**src/rtl/exe_mem_req.sv**
```systemverilog
// Execute-stage memory request issue: latches one instruction, drives the data SRAM
// request and tracks live and flushed-away responses. Optional alignment check: EXE_ALE_CHECK_EN.
module exe_mem_req (
  input  logic        clk,
  input  logic        reset,
  input  logic        in_valid,
  output logic        in_ready,
  input  logic [4:0]  in_load_op,   // {lhu,lbu,lw,lh,lb}
  input  logic [2:0]  in_store_op,  // {sw,sh,sb}
  input  logic [31:0] in_addr,
  input  logic [31:0] in_wdata,
  input  logic        in_ex,
  input  logic        flush,
  input  logic        ms_allowin,
  output logic        out_valid,
  output logic        out_mem_req,
  output logic        out_ale,
  output logic        out_ex,
  output logic [31:0] out_vaddr,
  output logic        out_rdata_vld,
  output logic [31:0] out_rdata,
  output logic        data_sram_req,
  output logic        data_sram_wr,
  output logic [1:0]  data_sram_size,
  output logic [3:0]  data_sram_wstrb,
  output logic [31:0] data_sram_addr,
  output logic [31:0] data_sram_wdata,
  input  logic        data_sram_addr_ok,
  input  logic        data_sram_data_ok,
  input  logic [31:0] data_sram_rdata,
  output logic        ms_data_ok
);

  typedef enum logic [1:0] {S_IDLE, S_ISSUE, S_WAIT, S_PASS} state_t;

  state_t      state_q, state_d;
  logic        valid_q, valid_d;
  logic        mem_req_q, mem_req_d;
  logic        rdata_vld_q, rdata_vld_d;
  logic [31:0] rdata_q, rdata_d;
  logic [1:0]  live_q, live_d;
  logic [1:0]  discard_q, discard_d;
  logic [4:0]  load_q;
  logic [2:0]  store_q;
  logic [31:0] addr_q, wdata_q;
  logic        ex_q, ale_q;

  logic in_is_mem, in_ale, req, req_acc, ready_go, accept, pass;
  logic discard_hit, live_ret, capture;
  logic op_byte, op_half, op_word;

  assign in_is_mem = (|in_load_op) | (|in_store_op);
`ifdef EXE_ALE_CHECK_EN
  assign in_ale = ((in_load_op[1] | in_load_op[4] | in_store_op[1]) & in_addr[0])
                | ((in_load_op[2] | in_store_op[2]) & (|in_addr[1:0]));
`else
  assign in_ale = 1'b0;
`endif

  assign req         = (state_q == S_ISSUE) && !flush && !reset && (live_q < 2'd2);
  assign req_acc     = req & data_sram_addr_ok;
  assign discard_hit = data_sram_data_ok & (discard_q != 2'd0);
  assign live_ret    = data_sram_data_ok & (discard_q == 2'd0);
  // Capture only if the instruction stays here; on a same-cycle handoff the
  // response goes straight through to the memory stage instead.
  assign capture = live_ret && (state_q == S_WAIT) && (live_q == 2'd1) && !ms_allowin && !flush;

  always_comb begin
    ready_go = 1'b0;
    case (state_q)
      S_ISSUE:         ready_go = req_acc;
      S_WAIT, S_PASS:  ready_go = 1'b1;
      default:         ready_go = 1'b0;
    endcase
  end

  assign in_ready  = !valid_q | (ready_go & ms_allowin);
  assign accept    = in_valid & in_ready & !flush;
  assign pass      = valid_q & ready_go & ms_allowin & !flush;
  assign out_valid = valid_q & ready_go & !flush & !reset;

  always_comb begin
    state_d     = state_q;
    valid_d     = valid_q;
    mem_req_d   = mem_req_q;
    rdata_vld_d = rdata_vld_q;
    rdata_d     = rdata_q;
    live_d      = live_q + {1'b0, req_acc} - {1'b0, live_ret};
    discard_d   = discard_q - {1'b0, discard_hit};
    if (flush) begin
      state_d     = S_IDLE;
      valid_d     = 1'b0;
      mem_req_d   = 1'b0;
      rdata_vld_d = 1'b0;
      live_d      = 2'd0;
      discard_d   = discard_q - {1'b0, discard_hit} + (live_q - {1'b0, live_ret});
    end else begin
      if (req_acc) mem_req_d = 1'b1;
      if (capture) begin
        rdata_vld_d = 1'b1;
        rdata_d     = data_sram_rdata;
      end
      if (pass) begin
        state_d     = S_IDLE;
        valid_d     = 1'b0;
        mem_req_d   = 1'b0;
        rdata_vld_d = 1'b0;
      end else if (state_q == S_ISSUE && req_acc) begin
        state_d = S_WAIT;
      end
      if (accept) begin
        valid_d     = 1'b1;
        mem_req_d   = 1'b0;
        rdata_vld_d = 1'b0;
        state_d     = (in_is_mem && !in_ex && !in_ale) ? S_ISSUE : S_PASS;
      end
    end
  end

  always_ff @(posedge clk) begin
    if (reset) begin
      state_q     <= S_IDLE;
      valid_q     <= 1'b0;
      mem_req_q   <= 1'b0;
      rdata_vld_q <= 1'b0;
      rdata_q     <= 32'd0;
      live_q      <= 2'd0;
      discard_q   <= 2'd0;
    end else begin
      state_q     <= state_d;
      valid_q     <= valid_d;
      mem_req_q   <= mem_req_d;
      rdata_vld_q <= rdata_vld_d;
      rdata_q     <= rdata_d;
      live_q      <= live_d;
      discard_q   <= discard_d;
    end
  end

  always_ff @(posedge clk) begin
    if (accept) begin
      load_q  <= in_load_op;
      store_q <= in_store_op;
      addr_q  <= in_addr;
      wdata_q <= in_wdata;
      ex_q    <= in_ex;
      ale_q   <= in_ale;
    end
  end

  assign op_byte = load_q[0] | load_q[3] | store_q[0];
  assign op_half = load_q[1] | load_q[4] | store_q[1];
  assign op_word = load_q[2] | store_q[2];

  always_comb begin
    data_sram_wstrb = 4'b0000;
    data_sram_wdata = wdata_q;
    if (store_q[0]) begin
      data_sram_wstrb = 4'b0001 << addr_q[1:0];
      data_sram_wdata = {4{wdata_q[7:0]}};
    end else if (store_q[1]) begin
      data_sram_wstrb = addr_q[1] ? 4'b1100 : 4'b0011;
      data_sram_wdata = {2{wdata_q[15:0]}};
    end else if (store_q[2]) begin
      data_sram_wstrb = 4'b1111;
    end
  end

  assign data_sram_req  = req;
  assign data_sram_wr   = |store_q;
  assign data_sram_size = op_word ? 2'd2 : (op_half ? 2'd1 : (op_byte ? 2'd0 : 2'd0));
  assign data_sram_addr = addr_q;
  assign ms_data_ok     = live_ret & !capture & !reset;
  assign out_mem_req    = mem_req_q | req_acc;
  assign out_ale        = ale_q;
  assign out_ex         = ex_q | ale_q;
  assign out_vaddr      = addr_q;
  assign out_rdata_vld  = rdata_vld_q;
  assign out_rdata      = rdata_q;

endmodule

```
**config.mk**
```make
export PLATFORM = sky130hd
export DESIGN_NAME = exe_mem_req
export DESIGN_NICKNAME = d
export VERILOG_FILES = /design/src/rtl/exe_mem_req.sv
export SDC_FILE = /design/constraint.sdc
export NUM_CORES = 1
export LEC_CHECK = 0
export ABC_CLOCK_PERIOD_IN_PS = 8300
export CORE_ASPECT_RATIO = 1.4
export CORE_MARGIN = 3
export CORE_UTILIZATION = 43
export CTS_BUF_LIST = sky130_fd_sc_hd__clkbuf_8
export DETAILED_ROUTE_END_ITERATION = 7
export HOLD_SLACK_MARGIN = 0.05
export PLACE_DENSITY_LB_ADDON = 0.1
export SLEW_MARGIN = 20
export SYNTH_ARGS = -nofsm -noshare
export SYNTH_HDL_FRONTEND = slang
export SYNTH_SLANG_ARGS = --single-unit
```
**constraint.sdc**
```tcl
create_clock -name clk -period 8.3 [get_ports clk]
set_clock_uncertainty 0.2 [all_clocks]
set_input_delay 1.245 -clock clk [delete_from_list [all_inputs] [get_ports clk]]
set_output_delay 1.245 -clock clk [all_outputs]
set_load 0.01 [all_outputs]
```
==> out/summary.log, run 1 <==
INFO  logic_synthesis synth_edf_count=71
INFO  logic_synthesis synth_commonest_cells=nand2_1 (78), edfxtp_1 (71), buf_4 (45)
INFO  status         status=complete, no violations
INFO  worst_setup_path timing.rr.start=state_q[0]$_SDFFE_PP0P_
INFO  power          power.internal=0.000869W
INFO  sta            post_route_minimum_period=4910ps
INFO  routing        detail_route.first_pass.iterations=4
INFO  logic_synthesis post_synth_inst_count=388
INFO  power          net-switching-power=0.000266W
INFO  sta            setup_tns=0ps
INFO  sta            finalMaxSlewViolations=0
INFO  power          share_of_total_power_in_sequential_cells=55.7%
INFO  power          switching_power_as_a_share_of_total_power=23.4%
INFO  logic_synthesis postSynthRegisterBits=112
INFO  logic_synthesis synthesis.yosys.warnings=0
INFO  worst_hold_path whs_path_depth=2
INFO  worst_setup_path worstPathMaxFanout=14
INFO  worst_setup_path critPathCaptureType=output port
INFO  routing        detail_route.wl_per_cell=16.6microns
INFO  routing        avgViaCountPerCell=4.75
INFO  logic_synthesis synth_area=4550squm
INFO  floorplan      design.portCount=255
INFO  floorplan      std_cell_rows=43
INFO  cts            cts_resized=0
INFO  worst_setup_path type_of_the_worst_setup_path=primary input to output port
INFO  worst_setup_path critical_path.startpoint=reset
INFO  power          irDropWorstVdd=0.126mV
INFO  worst_setup_path cp.required=6860ps
INFO  cts            max-clock-path-buffers=2
INFO  power          p_per_area=160nW/um^2
INFO  routing        dr.first_iter.drc_count=126
INFO  grt            antenna_violations_before_repair=0
INFO  worst_setup_path worst_ep_arrival_time=3460ps
INFO  sta            timing_hold_violations_final=0
INFO  final_layout   layout-drive-gt1-share=5.81%
INFO  sta            maximum_clock_frequency=204MHz
INFO  logic_synthesis synth_nets=504
INFO  placement      finalWeightedCongestion=0.847
INFO  power          clockPowerShare=28.3%
INFO  logic_synthesis synthArstFlopShare=0%
INFO  placement      placement.cell_area=6890squm
INFO  routing        drc_errors=0
INFO  floorplan      start_util=45.0%
INFO  grt            pin_count_of_the_biggest_net_entering_global_routing=72
INFO  final_layout   area_growth=55.6%
INFO  floorplan      die-height=128microns
INFO  sta            setup-violations-final=0
INFO  sta            tightestPinTransition=900ps
INFO  placement      place.detailed.hpwl=9420microns
INFO  logic_synthesis library_cell_occupying_the_most_area_in_the_post_synthesis_netlist=edfxtp_1
INFO  power          combinationalPowerShare=16.0%
INFO  floorplan      floorplan.die_area=11900squm
INFO  cts            post_cts_clock_slew_at_the_launch_and_capture_registers_of_the_worst_setup_and_hold_paths=100ps
INFO  logic_synthesis synth_flop_cell=edfxtp_1
INFO  worst_setup_path worst_setup_path_start_kind=primary input
INFO  power          static-leakage-power=2.54nW
INFO  worst_hold_path timing.hold.worst.class=flop to flop
INFO  worst_hold_path hold_path_startpoint=out_rdata[20]$_SDFFE_PP0P_
INFO  placement      io_buffers=253
INFO  final_layout   finish.net_count=713
INFO  logic_synthesis synth_seq_area_share=64.9%
INFO  floorplan      width_of_the_chip=93.0microns
INFO  worst_setup_path reg2reg_slack=5720ps
INFO  cts            cts_post_setup_buffers_inserted=0
INFO  cts            insertion_delay=370ps
INFO  cts            cts_root_buffer=clkbuf_8
INFO  flow_run       max-cap-violations=0
INFO  cts            cts_hold_repair.buffers=0
INFO  logic_synthesis post_synth_main_area_contributors=edfxtp_1 (47%), dfxtp_1 (18%), buf_4 (7.4%)
INFO  grt            globalRouteOverflowTotal=0
INFO  cts            h-tree-depth=3
INFO  grt            grt_pass1_vias=3469
INFO  routing        num_vias=3503
INFO  grt            grt_use_total=20.2%
INFO  floorplan      placeableCoreArea=10100squm
INFO  routing        routed_wirelength=12200microns
INFO  worst_setup_path worst-r2r-cell-count=4
INFO  logic_synthesis ys_types=41
INFO  cts            cts_sinks=112
INFO  final_layout   layout.cell_area.non_filler=7080squm
INFO  logic_synthesis post-synth-top-area-fraction=46.8%
INFO  logic_synthesis yosys.cell_count.top_type=nand2_1
INFO  routing        drt.antenna.violating_nets=0
INFO  sta            layout_worst_path_cycle_share=59.1%
INFO  logic_synthesis synth.avg_cell_area=11.7squm
INFO  sta            rsz_0062_raised_after_global_routing=false
INFO  sta            maxSlewHeadroom=40.0%
INFO  worst_setup_path regToRegEndpoint=data_sram_addr[8]$_DFFE_PP_
INFO  cts            tritoncts=yes
INFO  worst_hold_path min_delay_worst_endpoint=out_rdata[20]$_SDFFE_PP0P_
INFO  grt            grt_first_pass_wirelength=18200microns
INFO  cts            cts_buffers=9
INFO  final_layout   n_antenna_cell=0
## routing by layer
layer	track usage [%]	wire [microns]	up-vias
met5	0	0	-
met4	8.54	305	0
met3	7.11	1130	21
met2	36.3	6520	145
met1	21.0	4250	1627
li1	-	-	1710
## stage by stage
stage,utilization [%],setup WS (ps),total power (W),cells,hold slack [ps]
after CTS,70.0,3370,0.00115,737,260
after global placement,68.1,3410,0.000822,721,240
after detailed placement,68.1,3390,0.000827,721,246
after floorplan,-,2230,0.000723,388,241
final,70.0,3390,0.00114,737,259
after global routing,70.0,3250,0.00118,737,276
## placed cells by master (no fill, tap or decap), drive strengths merged, types with 2 or more instances in the layout
cell type,n
clkinv,4
nor4,2
mux2i,8
buf,3
a31o,3
dfxtp,41
a21oi,36
a21boi,3
and3,4
o21ai,17
inv,17
edfxtp,71
o21a,2
clkdlybuf4s50,253
o22ai,2
nand2b,2
clkbuf,9
mux2,8
nor2b,2
nor2,7
xor2,2
xnor2,4
ha,4
nand2,78
nor3,3
## final cells by class
cell class | count | area [sq um]
tap | 135 | 169
multi-input combinational | 202 | 1150
clock buffer | 9 | 124
timing repair buffer | 256 | 2550
inverter | 16 | 60.1
clock inverter | 7 | 70.1
fill | 766 | 3030
sequential | 112 | 2950
## power groups by stage
stage | Clock, W | Sequential [W] | Combinational [W]
after floorplan | 0 | 0.000644 | 0.0000785
after global placement | 0 | 0.000644 | 0.000178
after detailed placement | 0 | 0.000645 | 0.000182
after CTS | 0.000333 | 0.000633 | 0.000183
after global routing | 0.000353 | 0.000636 | 0.000194
final | 0.000322 | 0.000632 | 0.000181
## critical path, stage by stage
cell	delay, ps
clkdlybuf4s50_1	660
or4b_4	640
nor2_1	150
nand2_1	140
nand2_1	90
clkdlybuf4s50_1	530
## worst max-delay path by stage
| stage | slack (ps) | cells past startpoint | end |
|---|---|---|---|
| global placement | 3410 | 6 | out_mem_req |
| CTS | 3370 | 6 | out_mem_req |
| detailed placement | 3390 | 6 | out_mem_req |
| floorplan | 2230 | 4 | data_sram_addr[0]$_DFFE_PP_ |
| finish | 3390 | 6 | out_mem_req |
| global route | 3250 | 6 | out_mem_req |
## sequential cells by signal (all words and copies together) (netlist names), 2 cells and up
| name | count |
|---|---|
| out_rdata | 32 |
| discard_q | 2 |
| live_q | 2 |
| load_q | 3 |
| store_q | 3 |
| wdata_q | 32 |
| data_sram_addr | 32 |
| state_q | 2 |
## kinds of logic (layout without fill, tap and decap cells)
group / Yosys count / in the layout / share of synthesized area, %
AO/OA/AOI/OAI: 68 / 68 / 8.69
AND/OR/NAND/NOR: 107 / 107 / 10.3
other: 1 / 1 / 0.0824
multiplexers: 16 / 16 / 3.74
buffers and inverters: 74 / 288 / 10.0
adder cells (fa/ha/maj): 4 / 4 / 1.10
XOR/XNOR: 6 / 6 / 1.15
flip-flops: 112 / 112 / 64.9
Note: power is estimated with default switching activity, not from simulation.
==> run 2, diff against run 1 <==
Settings changed: ABC_CLOCK_PERIOD_IN_PS 8300 to 4300, CORE_UTILIZATION 43 to 36.
Clock period 8.3 ns to 4.3 ns, I/O delays scaled along.
==> run 2 against run 1 <==
Critical path type unchanged. Highest routed layer unchanged. Cell area is 0.95% higher. Largest cell class unchanged. Combinational power up 97%. Setup slack lost 2700 ps. Largest power group unchanged. Critical path depth stayed put.
==> out/summary.log, run 2 (same netlist as run 1, synthesis figures left out) <==
INFO  routing        routed-wl-met3=1230microns [was 1130 microns]
INFO  final_layout   most_common_cell_after_layout_fill_and_taps_aside=clkdlybuf4s50_1 [unchanged]
INFO  worst_setup_path slowest_stage=or4b_4 [was clkdlybuf4s50_1]
INFO  sta            maxSlewHeadroom=47.6% [was 40.0%]
INFO  floorplan      design.portCount=255 [unchanged]
INFO  power          share_of_total_power_in_sequential_cells=54.8% [was 55.7%]
INFO  cts            cts_root_buffer=clkbuf_8 [unchanged]
INFO  cts            cts_resized=0 [unchanged]
INFO  placement      dp_worst_setup_slack=717ps [was 3390 ps]
INFO  sta            maximum_clock_frequency=280MHz
INFO  cts            h-tree-depth=3 [unchanged]
INFO  sta            setup_tns=0ps [unchanged]
INFO  floorplan      floorplan.die_area=14000squm [was 11900 sq um]
INFO  power          net-switching-power=0.000527W [was 0.000266 W]
INFO  worst_setup_path highest_cell_delay_on_the_worst_timing_path=620ps [was 660 ps]
INFO  final_layout   n_antenna_cell=0 [unchanged]
INFO  sta            finalMaxSlewViolations=0 [unchanged]
INFO  cts            tritoncts=yes [unchanged]
INFO  routing        top_metal_layer_carrying_routed_signals=met4 [unchanged]
INFO  floorplan      die-height=139microns [was 128 microns]
INFO  power          irDropWorstVdd=0.192mV [was 0.126 mV]
INFO  grt            globalRouteOverflowTotal=0 [unchanged]
INFO  power          combinationalPowerShare=16.1% [was 16.0%]
INFO  status         status=complete, no violations [unchanged]
INFO  routing        drt.antenna.violating_nets=0 [unchanged]
INFO  worst_setup_path critPathCaptureType=output port [unchanged]
INFO  routing        routed_wirelength=12000microns [was 12200 microns]
INFO  cts            insertion_delay=360ps [was 370 ps]
INFO  worst_setup_path type_of_the_worst_setup_path=primary input to output port [unchanged]
INFO  sta            post_route_minimum_period=3570ps
INFO  power          clockPowerShare=29.1% [was 28.3%]
INFO  flow_run       max-cap-violations=0 [unchanged]
INFO  worst_setup_path worstPathMaxFanout=9 [was 14]
INFO  worst_setup_path cp.buffers_inverters=2 [unchanged]
INFO  sta            layout_worst_path_cycle_share=83.1%
INFO  floorplan      std_cell_rows=48 [was 43]
INFO  worst_setup_path worst_ep_arrival_time=2730ps [was 3460 ps]
INFO  worst_setup_path critical_path.top_delay_family=buffers and inverters [unchanged]
INFO  placement      place.detailed.hpwl=9200microns [was 9420 microns]
INFO  routing        route.layer.met1.wl=4350microns [was 4250 microns]
INFO  sta            timing_hold_violations_final=0 [unchanged]
INFO  power          static-leakage-power=2.56nW [was 2.54 nW]
INFO  worst_hold_path timing.hold.worst.class=flop to flop [unchanged]
INFO  cts            cts_post_setup_buffers_inserted=0 [unchanged]
INFO  routing        avgViaCountPerCell=4.61 [was 4.75]
INFO  worst_setup_path worst_setup_path_start_kind=primary input [unchanged]
INFO  routing        num_vias=3482 [was 3503]
INFO  power          p_per_area=310nW/um^2 [was 160 nW/um^2]
INFO  final_layout   layout_common_cells=clkdlybuf4s50_1 (253), nand2_1 (78), edfxtp_1 (71) [unchanged]
INFO  sta            setup-violations-final=0 [unchanged]
INFO  placement      io_buffers=253 [unchanged]
INFO  cts            post_cts_clock_slew_at_the_launch_and_capture_registers_of_the_worst_setup_and_hold_paths=90ps [was 100 ps]
INFO  floorplan      start_util=36.8% [was 45.0%]
INFO  worst_setup_path cp.required=3450ps [was 6860 ps]
INFO  power          power.internal=0.00169W [was 0.000869 W]
INFO  grt            antenna_violations_before_repair=0 [unchanged]
INFO  cts            max-clock-path-buffers=2 [unchanged]
INFO  routing        detail_route.first_pass.iterations=4 [unchanged]
INFO  power          switching_power_as_a_share_of_total_power=23.7% [was 23.4%]
INFO  grt            grt_use_total=17.1% [was 20.2%]
INFO  sta            timing.final.ws_setup=726ps [was 3390 ps]
INFO  worst_setup_path crit_path_cell_trace=clkdlybuf4s50_1, or4b_4, nor2_1, nand2_1, nand2_1, clkdlybuf4s50_1 [unchanged]
INFO  grt            grt_first_pass_wirelength=18700microns [was 18200 microns]
INFO  routing        dr_wl_met2=6200microns [was 6520 microns]
INFO  cts            cts_buffers=9 [unchanged]
INFO  final_layout   layout-drive-gt1-share=6.12% [was 5.81%]
INFO  placement      finalWeightedCongestion=0.810 [was 0.847]
INFO  final_layout   finish.net_count=716 [was 713]
INFO  cts            cts_sinks=112 [unchanged]
INFO  floorplan      placeableCoreArea=12400squm [was 10100 sq um]
INFO  cts            cts_hold_repair.buffers=0 [unchanged]
INFO  sta            rsz_0062_raised_after_global_routing=false [unchanged]
INFO  grt            pin_count_of_the_biggest_net_entering_global_routing=72 [unchanged]
INFO  floorplan      width_of_the_chip=101microns [was 93.0 microns]
INFO  routing        drc_errors=0 [unchanged]
INFO  sta            tightestPinTransition=782ps [was 900 ps]
INFO  routing        detail_route.wl_per_cell=15.9microns [was 16.6 microns]
INFO  final_layout   area_growth=57.1% [was 55.6%]
INFO  grt            grt_pass1_vias=3496 [was 3469]
INFO  routing        dr.first_iter.drc_count=122 [was 126]
==> run 2: path summary, 6_finish.rpt <==
path / end / slack (ps) / cells past startpoint / startpoint
min reg2reg: out_rdata[23]$_SDFFE_PP0P_ / 260 / 2 / out_rdata[23]$_SDFFE_PP0P_
max: out_mem_req / 730 / 6 / flush
min: out_rdata[23]$_SDFFE_PP0P_ / 260 / 2 / out_rdata[23]$_SDFFE_PP0P_
max reg2reg: live_q[1]$_SDFF_PP0_ / 1940 / 9 / state_q[0]$_SDFFE_PP0P_
==> run 2: power groups by stage <==
stage                     combinational [W]  clock [W]  sequential (W)
after floorplan                    0.000152          0         0.00124
after global placement             0.000354          0         0.00124
after detailed placement           0.000360          0         0.00124
after CTS                          0.000361   0.000679         0.00122
after global routing               0.000389   0.000721         0.00122
final                              0.000356   0.000646         0.00122
==> run 2: area by class of cell <==
class                      instances  area, sq um
multi-input combinational        202         1150
fill                            1063         5220
tap                              150          188
sequential                       112         2950
timing repair buffer             259         2590
clock inverter                     7         85.1
inverter                          16         60.1
clock buffer                       9          124
==> run 2: worst register-to-register path, delay by kind of cell, from the launching register on <==
kind	cells	cell delay, ps
AND/OR/NAND/NOR	4	840
adder cells (fa/ha/maj)	2	480
flip-flops	1	390
XOR/XNOR	2	290
buffers and inverters	1	40
==> run 2: routing by layer <==
metal / global-route usage, % / vias to the layer above
li1: - / 1721
met1: 19.8 / 1598
met2: 29.1 / 150
met3: 6.04 / 13
met4: 5.60 / 0
met5: 0 / -
==> run 2: through the flow <==
step           instances  util, %  power (W)  hold WS [ps]  instance area, sq um
2_1_floorplan        388        -    0.00139           241                  4550
3_3_place_gp         739     56.1    0.00159           242                  6940
3_5_place_dp         739     56.1    0.00160           248                  6940
4_1_cts              755     57.8    0.00226           262                  7150
5_1_grt              755     57.8    0.00233           279                  7150
6_report             755     57.8    0.00222           257                  7150
==> run 3, diff against run 2 <==
Settings changed: ABC_CLOCK_PERIOD_IN_PS 4300 to 3420, CORE_UTILIZATION 36 to 40.
Clock period 4.3 ns to 3.42 ns, I/O delays scaled along.
==> run 3 against run 2 <==
Global-route usage grew 1.9 points. Cell area is essentially flat. Non-clock buffer count grew 4. Register-to-register slack lost 890 ps. First-iteration DRC count shrank 32%.
==> out/summary.log, run 3 (same netlist as run 1, synthesis figures left out) <==
INFO  status         status=complete, no violations [unchanged]
INFO  cts            cts_sinks=112 [unchanged]
INFO  cts            cts_hold_repair.buffers=0 [unchanged]
INFO  cts            cts_buffers=9 [unchanged]
INFO  routing        drt.antenna.violating_nets=0 [unchanged]
INFO  placement      dp_worst_setup_slack=256ps [was 717 ps]
INFO  final_layout   layout_common_cells=clkdlybuf4s50_1 (253), nand2_1 (78), edfxtp_1 (71) [unchanged]
INFO  cts            post_cts_clock_slew_at_the_launch_and_capture_registers_of_the_worst_setup_and_hold_paths=100ps [was 90 ps]
INFO  final_layout   multi_input_area=1150squm [unchanged]
INFO  placement      io_buffers=253 [unchanged]
INFO  routing        detail_route.wl_per_cell=16.1microns [was 15.9 microns]
INFO  worst_setup_path worstPathMaxFanout=4 [was 9]
INFO  worst_setup_path type_of_the_worst_setup_path=primary input to output port [unchanged]
INFO  routing        num_vias=3523 [was 3482]
INFO  sta            timing_hold_violations_final=0 [unchanged]
INFO  power          static-leakage-power=2.58nW [was 2.56 nW]
INFO  routing        avgViaCountPerCell=4.70 [was 4.61]
INFO  power          power.internal=0.00211W [was 0.00169 W]
INFO  sta            maxSlewHeadroom=64.4% [was 47.6%]
INFO  final_layout   seq_area=2950squm [unchanged]
INFO  worst_setup_path crit_path_cell_trace=clkdlybuf4s50_1, or4b_4, nor2_1, nand2_1, nand2_1, clkdlybuf4s50_1 [unchanged]
INFO  worst_setup_path critPathCaptureType=output port [unchanged]
INFO  power          combinationalPowerShare=16.4% [was 16.1%]
INFO  power          p_per_area=385nW/um^2 [was 310 nW/um^2]
INFO  final_layout   final_util=65.1% [was 57.8%]
INFO  cts            cts_resized=0 [unchanged]
INFO  sta            tightestPinTransition=527ps [was 782 ps]
INFO  grt            grt_use_total=18.9% [was 17.1%]
INFO  worst_hold_path timing.hold.worst.class=flop to flop [unchanged]
INFO  sta            timing.final.ws_setup=271ps [was 726 ps]
INFO  cts            cts_root_buffer=clkbuf_8 [unchanged]
INFO  grt            antenna_violations_before_repair=0 [unchanged]
INFO  power          design_power_total=0.00275W [was 0.00222 W]
INFO  worst_setup_path worst_setup_path_start_kind=primary input [unchanged]
INFO  grt            grt_pass1_vias=3561 [was 3496]
INFO  power          share_of_total_power_in_sequential_cells=55.6% [was 54.8%]
INFO  sta            post_route_minimum_period=3150ps
INFO  cts            h-tree-depth=3 [unchanged]
INFO  floorplan      start_util=41.5% [was 36.8%]
INFO  final_layout   finish.net_count=720 [was 716]
INFO  floorplan      design.portCount=255 [unchanged]
INFO  worst_setup_path highest_cell_delay_on_the_worst_timing_path=560ps [was 620 ps]
INFO  floorplan      die-height=132microns [was 139 microns]
INFO  sta            setup_tns=0ps [unchanged]
INFO  grt            globalRouteOverflowTotal=0 [unchanged]
INFO  routing        dr.first_iter.drc_count=83 [was 122]
INFO  final_layout   layout.filler_cells=906 [was 1063]
INFO  sta            setup-violations-final=0 [unchanged]
INFO  cts            insertion_delay=360ps [about the same]
INFO  grt            grt_first_pass_wirelength=18400microns [was 18700 microns]
INFO  power          irDropWorstVdd=0.240mV [was 0.192 mV]
INFO  placement      finalWeightedCongestion=0.808 [was 0.810]
INFO  grt            pin_count_of_the_biggest_net_entering_global_routing=47 [was 72]
INFO  worst_setup_path slowest_stage=or4b_4 [unchanged]
INFO  sta            finalMaxSlewViolations=0 [unchanged]
INFO  routing        routed_wirelength=12100microns [was 12000 microns]
INFO  routing        drc_errors=0 [unchanged]
INFO  floorplan      placeableCoreArea=11000squm [was 12400 sq um]
INFO  placement      place.detailed.hpwl=9410microns [was 9200 microns]
INFO  final_layout   n_antenna_cell=0 [unchanged]
INFO  sta            rsz_0062_raised_after_global_routing=false [unchanged]
INFO  floorplan      floorplan.die_area=12700squm [was 14000 sq um]
INFO  power          switching_power_as_a_share_of_total_power=23.2% [was 23.7%]
INFO  worst_setup_path cp.required=2710ps [was 3450 ps]
INFO  cts            max-clock-path-buffers=2 [unchanged]
INFO  flow_run       max-cap-violations=0 [unchanged]
INFO  worst_setup_path worst_ep_arrival_time=2440ps [was 2730 ps]
INFO  routing        detail_route.first_pass.iterations=4 [unchanged]
INFO  sta            maximum_clock_frequency=318MHz
INFO  power          clockPowerShare=28.0% [was 29.1%]
INFO  sta            layout_worst_path_cycle_share=92.1%
INFO  final_layout   area_growth=57.1% [about the same]
INFO  floorplan      std_cell_rows=45 [was 48]
INFO  cts            cts_post_setup_buffers_inserted=0 [unchanged]
INFO  final_layout   layout-drive-gt1-share=6.73% [was 6.12%]
INFO  floorplan      width_of_the_chip=96.2microns [was 101 microns]
INFO  final_layout   most_common_cell_after_layout_fill_and_taps_aside=clkdlybuf4s50_1 [unchanged]
INFO  power          net-switching-power=0.000637W [was 0.000527 W]
INFO  cts            tritoncts=yes [unchanged]
-- run 3: cell count changes in the layout (fill, tap and decap cells not counted) --
cell,change
clkinv_4,-2
inv_6,-1
inv_4,+1
clkinv_2,+3
inv_8,-1
buf_4,+4
-- run 3: per-stage QoR --
step | instances | hold WS, ps | instance area, sq um
final | 750 | 258 | 7150
after global routing | 750 | 280 | 7150
after CTS | 750 | 261 | 7150
after detailed placement | 734 | 248 | 6960
after global placement | 734 | 242 | 6960
after floorplan | 388 | 241 | 4560
-- run 3: area by class of cell --
cell class                      count  share of cell area [%]
Sequential cell                   112                    41.3
Timing Repair Buffer              263                    36.6
Tap cell                          141                    2.47
Clock inverter                      7                   0.962
Multi-Input combinational cell    202                    16.1
Clock buffer                        9                    1.73
Inverter                           16                   0.840
-- run 3: critical path, delay by kind of cell --
kind          cells  cell delay, ps
simple gates      4             950
buf+inv           2             980
-- run 3: worst paths after layout --
kind	start	endpoint	slack, ps	cells after the start
min	out_rdata[19]$_SDFFE_PP0P_	out_rdata[19]$_SDFFE_PP0P_	260	2
min reg2reg	out_rdata[19]$_SDFFE_PP0P_	out_rdata[19]$_SDFFE_PP0P_	260	2
max	reset	out_mem_req	270	6
max reg2reg	state_q[0]$_SDFFE_PP0P_	live_q[1]$_SDFF_PP0_	1050	9
-- run 3: metal layers --
metal	part of all wire [%]	up-vias	global-route usage, %
met5	0	-	0
met4	2.9	0	8.94
met3	11	24	5.71
met2	52	144	33.0
met1	34	1628	20.4
li1	-	1727	-
-- run 3: power by group through the flow --
stage          sequential [W]  combinational, W  clock (W)
3_5_place_dp          0.00156          0.000453          0
4_1_cts               0.00153          0.000455   0.000807
6_report              0.00153          0.000450   0.000771
5_1_grt               0.00154          0.000492   0.000859
3_3_place_gp          0.00156          0.000444          0
2_1_floorplan         0.00156          0.000191          0
